**src/rtl/seg_scan_pkg.sv**
```systemverilog
// Shared constants, frame bundle and helpers
// for the seven-segment scan scheduler.
package seg_scan_pkg;

  localparam int NUM_DIGITS = 8;
  localparam int SEL_W      = 3;
  localparam int DIGIT_W    = 4;
  localparam int DATA_W     = NUM_DIGITS * DIGIT_W;

  localparam logic [NUM_DIGITS-1:0] AN_OFF = 8'hFF;

  typedef struct packed {
    logic [DATA_W-1:0]     data;
    logic [NUM_DIGITS-1:0] dp;
    logic [NUM_DIGITS-1:0] mask;
  } frame_t;

  function automatic logic [DIGIT_W-1:0] digit_of(
    input logic [DATA_W-1:0] data,
    input logic [SEL_W-1:0]  sel
  );
    return data[sel*DIGIT_W +: DIGIT_W];
  endfunction

  function automatic logic [SEL_W-1:0] lowest_set(
    input logic [NUM_DIGITS-1:0] m
  );
    logic [SEL_W-1:0] r;
    r = '0;
    for (int i = NUM_DIGITS - 1; i >= 0; i--) begin
      if (m[i]) r = SEL_W'(i);
    end
    return r;
  endfunction

endpackage

```
**src/rtl/seg_scan_scheduler_next_digit.sv**
```systemverilog
// Cyclic priority search for the next enabled
// digit after the current select.
module seg_next_digit
  import seg_scan_pkg::*;
(
  input  logic [NUM_DIGITS-1:0] mask_i,
  input  logic [SEL_W-1:0]      sel_i,
  output logic [SEL_W-1:0]      next_sel_o,
  output logic                  wrap_o
);

  logic [SEL_W-1:0] idx;

  // Scan far-to-near so the nearest enabled index wins.
  always_comb begin
    next_sel_o = '0;
    wrap_o     = 1'b1;
    idx        = '0;
    for (int i = NUM_DIGITS; i >= 1; i--) begin
      idx = sel_i + SEL_W'(i);
      if (mask_i[idx]) begin
        next_sel_o = idx;
        wrap_o     = (idx <= sel_i);
      end
    end
  end

endmodule

```
**src/rtl/seg_scan_scheduler.sv**
```systemverilog
// Digit scan timing, anti-ghost blanking, PWM
// and frame double-buffering for the display.
module seg_scan_scheduler
  import seg_scan_pkg::*;
#(
  parameter int TICK_DIV     = 250000,
  parameter int BLANK_CYCLES = 1000
) (
  input  logic                  clk_100MHz,
  input  logic                  reset,
  input  logic [DATA_W-1:0]     frame_data,
  input  logic [NUM_DIGITS-1:0] frame_dp,
  input  logic [NUM_DIGITS-1:0] frame_en_mask,
  input  logic                  frame_valid,
  output logic                  frame_ready,
  input  logic [3:0]            brightness,
  output logic [SEL_W-1:0]      select,
  output logic [DIGIT_W-1:0]    digit_val,
  output logic                  dp_n,
  output logic [NUM_DIGITS-1:0] an,
  output logic                  frame_start
);

  localparam int CW = $clog2(TICK_DIV);
  localparam logic [CW-1:0] SLOT_LAST =
    CW'(TICK_DIV - 1);
  localparam logic [CW-1:0] BLANK_END =
    CW'(BLANK_CYCLES);

  logic [CW-1:0]         slot_q, slot_d;
  logic [3:0]            pwm_q, pwm_d;
  logic [3:0]            bright_q, bright_d;
  logic [SEL_W-1:0]      sel_q, sel_d;
  frame_t                act_q, act_d;
  frame_t                pend_q, pend_d;
  logic                  pvld_q, pvld_d;
  logic                  fs_q, fs_d;
  logic                  rdy_q, rdy_d;
  logic [NUM_DIGITS-1:0] an_q, an_d;
  logic [DIGIT_W-1:0]    dval_q, dval_d;
  logic                  dpn_q, dpn_d;

  logic                  slot_end;
  logic                  accept;
  logic                  lit;
  logic [SEL_W-1:0]      step_sel;
  logic                  wrap;

  seg_next_digit u_next (
    .mask_i     (act_q.mask),
    .sel_i      (sel_q),
    .next_sel_o (step_sel),
    .wrap_o     (wrap)
  );

  // Next state: counters, handshake, boundary swap,
  // and output values for the upcoming cycle.
  always_comb begin
    slot_end = (slot_q == SLOT_LAST);
    accept   = frame_valid && !pvld_q;
    slot_d   = slot_end ? '0 : slot_q + 1'b1;
    pwm_d    = slot_end ? '0 : pwm_q + 4'd1;
    bright_d = slot_end ? brightness : bright_q;
    sel_d    = sel_q;
    act_d    = act_q;
    pend_d   = pend_q;
    pvld_d   = pvld_q;
    fs_d     = 1'b0;
    if (accept) begin
      pend_d = '{data: frame_data,
                 dp:   frame_dp,
                 mask: frame_en_mask};
      pvld_d = 1'b1;
    end
    if (slot_end) begin
      fs_d  = wrap;
      sel_d = step_sel;
      if (wrap && pvld_q) begin
        act_d  = pend_q;
        pvld_d = 1'b0;
        sel_d  = lowest_set(pend_q.mask);
      end
    end
    rdy_d  = !pvld_d;
    lit    = (slot_d >= BLANK_END) &&
             act_d.mask[sel_d] &&
             (pwm_d <= bright_d);
    an_d   = lit ? ~(NUM_DIGITS'(1) << sel_d)
                 : AN_OFF;
    dval_d = digit_of(act_d.data, sel_d);
    dpn_d  = !act_d.dp[sel_d];
  end

  // State and registered outputs.
  always_ff @(posedge clk_100MHz) begin
    if (reset) begin
      slot_q   <= '0;
      pwm_q    <= '0;
      bright_q <= '0;
      sel_q    <= '0;
      act_q    <= '0;
      pend_q   <= '0;
      pvld_q   <= 1'b0;
      fs_q     <= 1'b0;
      rdy_q    <= 1'b1;
      an_q     <= AN_OFF;
      dval_q   <= '0;
      dpn_q    <= 1'b1;
    end else begin
      slot_q   <= slot_d;
      pwm_q    <= pwm_d;
      bright_q <= bright_d;
      sel_q    <= sel_d;
      act_q    <= act_d;
      pend_q   <= pend_d;
      pvld_q   <= pvld_d;
      fs_q     <= fs_d;
      rdy_q    <= rdy_d;
      an_q     <= an_d;
      dval_q   <= dval_d;
      dpn_q    <= dpn_d;
    end
  end

  assign frame_ready = rdy_q;
  assign select      = sel_q;
  assign digit_val   = dval_q;
  assign dp_n        = dpn_q;
  assign an          = an_q;
  assign frame_start = fs_q;

endmodule

```
**config.mk**
```make
export PLATFORM = sky130hd
export DESIGN_NAME = seg_scan_scheduler
export DESIGN_NICKNAME = d
export VERILOG_FILES = /design/src/rtl/seg_scan_pkg.sv /design/src/rtl/seg_scan_scheduler_next_digit.sv /design/src/rtl/seg_scan_scheduler.sv
export SDC_FILE = /design/constraint.sdc
export NUM_CORES = 1
export LEC_CHECK = 0
export BUFFER_PORTS_ARGS = -buffer_cell sky130_fd_sc_hd__buf_2
export CAP_MARGIN = 10
export CORE_MARGIN = 5
export CORE_UTILIZATION = 30
export CTS_CLUSTER_SIZE = 28
export DETAILED_ROUTE_END_ITERATION = 6
export PLACE_DENSITY = 0.47
export SYNTH_ARGS = -nofsm -noshare
export SYNTH_HDL_FRONTEND = slang
export SYNTH_SLANG_ARGS = --single-unit
```
**constraint.sdc**
```tcl
create_clock -name clk_100MHz -period 4.1 [get_ports clk_100MHz]
set_input_delay 0 -clock clk_100MHz [delete_from_list [all_inputs] [get_ports clk_100MHz]]
set_output_delay 0 -clock clk_100MHz [all_outputs]
set_load 0.02 [all_outputs]
```
==> results.md <==
- The average size of a mapped cell is 8.32 um^2.
- The number of hold violations in the final report is 0.
- The net count of the mapped netlist is 933.
- The area of the multi-input gates is 4100 um^2.
- The detail route stage leaves a number of antenna-violating nets equal to 0.
- The run finished with clean final reports.
- The static power due to leakage is 3.71 nW.
- Counting the fill cells in the layout gives 2497.
- The slowest stage of the critical path is the sky130_fd_sc_hd__mux4_2 cell.
- The root buffer selected by CTS is sky130_fd_sc_hd__clkbuf_16.
- The worst setup path is launched from a flip-flop.
- STA classifies the critical path endpoint as a flip-flop.
- Tracing the worst setup path back leads to its startpoint at select[1].
- Of the synthesized area, sequential elements account for 0.392.
- The initial utilization of the core area, before any placement, comes to 0.306.
- Power spread over the standard cell area amounts to 348 nW/um^2.
- The global-route wire length before repair is 33.0 mm.
- The congestion estimate from routability-driven global placement came to 0.903.
- For the pin with the worst max-slew slack, the measured transition is 1.02 ns.
- The final core utilization is 0.392.
- For this run, design rule violations remaining after detail routing come to 0.
- Among all cell types in the netlist, the one instantiated most often is sky130_fd_sc_hd__nand2_1.
- The number of maximum-capacitance constraint violations is 0.
- The worst clock skew on the final layout is 0.0133 ns.
- The post-synthesis to final-layout area growth is 28.0%.
- The net count of the finished layout is 1061.
- The die covers 27200 um^2.
- In the final layout, the share of cells above drive strength 1 is 0.189.
- The total wire length is 20.2 mm.
- The biggest area contributor in the post-synthesis netlist is sky130_fd_sc_hd__dfxtp_1.
- The number of top-level pins is 73.
- The initial antenna violation count is 0.
- The largest stage delay on the critical path is 0.57 ns.
- Entering global routing, the biggest net connects 60 pins.
- The placeable core area is 23500 um^2.
- The setup path with the least slack is of type flip-flop to flip-flop.
- Of the available clock period, the critical path in the final layout requires 0.943.
- The length of the first detailed-routing pass in iterations is 4.
- During placement, the flow inserted port buffers numbering 72.
- The worst register-to-register path begins at select[1].
- The worst-case IR drop observed on VDD is 0.253 mV.
- In the synthesized netlist the dominant register cell turns out to be sky130_fd_sc_hd__dfxtp_1.
- By area the synthesized netlist is led by sky130_fd_sc_hd__dfxtp_1 (39%), sky130_fd_sc_hd__nand2_1 (10%), sky130_fd_sc_hd__mux2i_1 (7.5%).
- The level count of the clock H-tree is 4.
- For this run, the number of Yosys warnings is 0.
- The detailed router used layers up to and including met4.
- The detailed-route vias per instance is 4.79.
- In this run, the number of DRC markers left after iteration 0 of detailed routing was 301.
- The post-route setup TNS is 0 ns.
- The number of placement rows is 56.
- For this block, the via count after detailed routing is 6357.
- Static timing analysis puts the maximum clock frequency at 0.259 GHz.
- After detailed routing, the average wire length per cell comes to 15.2 um.
- 0 antenna diodes ended up in the layout.
- The count of state elements after synthesis is 141.
- In this run the worst path has a maximum fanout of 16.
- After synthesis the cells add up to 7200 um^2.
- The path class of the tightest hold or removal check is primary input to flip-flop.
- The number of sinks on the clock net is 141.
- From left edge to right edge, the die measures 165 um.
- In the synthesized netlist, the number of instances is 866.
- The share of the synthesized area in the top cell type is 0.392.
- Across every metal layer, demand over resource in global routing totals 0.153.
- The netlist uses 64 different library cells.
- The die is 165 um tall.
- Counting flops with a built-in enable in the synthesized netlist gives 0.
- Wire segments on met2 add up to 9.97 mm in the final route.
- The number of endpoints failing setup at the final stage is 0.
- Once detailed placement completed, the half-perimeter wirelength came to 14.5 mm.
- The startpoint identified for the worst hold timing path is reset.
- The worst hold margin is 0.0494 ns.
- The total global routing overflow is 0.
- The storage element area is 2830 um^2.
- Counting along the longest clock path gives a buffer depth of 2.
- The arrival time at the worst endpoint is 4.18 ns.
- The number of buffers added by the clock tree synthesis step is 17.
- The fraction of synthesis flops using an asynchronous set or reset pin is 0.
- The clock tree from TritonCTS is yes.
- The post-CTS clock slew at the launch and capture registers of the worst setup and hold paths is 0.06 ns.
- Data on the critical path is required at its endpoint by 4.42 ns.
- The final critical path time including I/O delays and setup is 3.87 ns.
- Traced cell by cell, the critical path runs through inv_1 -> ha_2 -> mux4_2 -> mux2i_4 -> o311a_1 -> o31a_1 -> o21ai_4 -> or4b_4 -> nand2_2 -> buf_12 -> mux2_2 -> o22a_1 -> a21o_1.
- The later pin in the worst-skew pair is clocked with a latency of 0.43 ns.
- The number of slew-limit violations in the final report came to 0.
- The commonest cells after synthesis are sky130_fd_sc_hd__nand2_1 (195), sky130_fd_sc_hd__dfxtp_1 (141), sky130_fd_sc_hd__a21oi_1 (95).
- Detailed routing placed a total of 618 um of wire on met3.
- Setup repair after global routing left no endpoint under its margin.
- The tightest slew margin relative to the limit is 0.321.
- The via count of the first global-routing pass came to 6305.
- For this block, wires on met1 add up to 9.32 mm.
==> metrics by stage <==
stage	area, um^2	total power [mW]	setup WS, ns	cells
finish	9220	3.21	0.233	1326
global route	9220	3.34	0.00553	1326
detailed placement	8040	1.64	0.131	1238
floorplan	7230	1.56	0.00392	866
global placement	8040	1.64	0.108	1238
CTS	9170	3.25	0.122	1323
==> registers in the layout, summed over array words and instances (netlist names), 3 cells and up <==
name,cells
digit_val,4
act_q,48
pend_q,48
slot_q,18
pwm_q,4
bright_q,4
select,3
an,8
==> kinds of logic (layout without fill, tap and decap cells) <==
family,Yosys count,count (layout),share of synthesized area
simple gates,359,359,0.223
compound gates,185,185,0.162
flops,141,141,0.392
mux,76,76,0.132
buf+inv,72,213,0.0445
xor+xnor,21,21,0.0255
fa+ha+maj,12,12,0.0208
==> layout by cell type (no fill, tap or decap), types with 17 or more instances in the layout <==
cell                            instances
sky130_fd_sc_hd__nand2_1              194
sky130_fd_sc_hd__mux2i_1               53
sky130_fd_sc_hd__a211oi_1              21
sky130_fd_sc_hd__buf_4                 42
sky130_fd_sc_hd__buf_2                 71
sky130_fd_sc_hd__dfxtp_1              139
sky130_fd_sc_hd__nor2_1                66
sky130_fd_sc_hd__dlygate4sd3_1         53
sky130_fd_sc_hd__a21oi_1               95
sky130_fd_sc_hd__clkbuf_16             17
==> area by class of cell <==
| cell class | count | share of cell area |
|---|---|---|
| clock inverters | 13 | 0.0179 |
| clock buffers | 19 | 0.0470 |
| multi-input cells | 653 | 0.445 |
| flip-flops and latches | 141 | 0.307 |
| repair buffers | 168 | 0.135 |
| inverters | 13 | 0.00529 |
| well taps | 319 | 0.0433 |
==> routing by layer <==
layer,global-route usage,vias up
met1,0.197,2972
met3,0.0260,24
met2,0.260,85
met5,0,-
met4,0.0491,0
li1,-,3276
==> power breakdown <==
group	total, mW	switching [mW]	internal [mW]
Clock	1.57	0.607	0.959
Combinational	0.211	0.108	0.103
Sequential	1.43	0.0301	1.40
==> final timing paths <==
path | endpoint | slack (ns) | cells past startpoint
worst max-delay path | dp_n | 0.23 | 13
worst min-delay path | bright_q[2] | 0.05 | 2
worst max register to register | dp_n | 0.23 | 13
worst min register to register | act_q[35] | 0.45 | 2
==> worst max-delay path: cells and delay by family, from the launching register on <==
kind                       cells  cell delay (ns)
and+or+nand+nor                2             0.77
adders and majority gates      1             0.39
buffers and inverters          2             0.27
DFF                            1             0.35
muxes                          3             1.13
AOI/OAI and AO/OA              5             0.83
==> timing repair <==
item / CTS / global route
setup endpoints to repair: 0 / 11
hold buffers: 53 / 0
setup buffers: 0 / 3
hold endpoints to repair: 54 / 0
resized for setup: 0 / 6
Note: power is estimated with default switching activity, not from simulation.
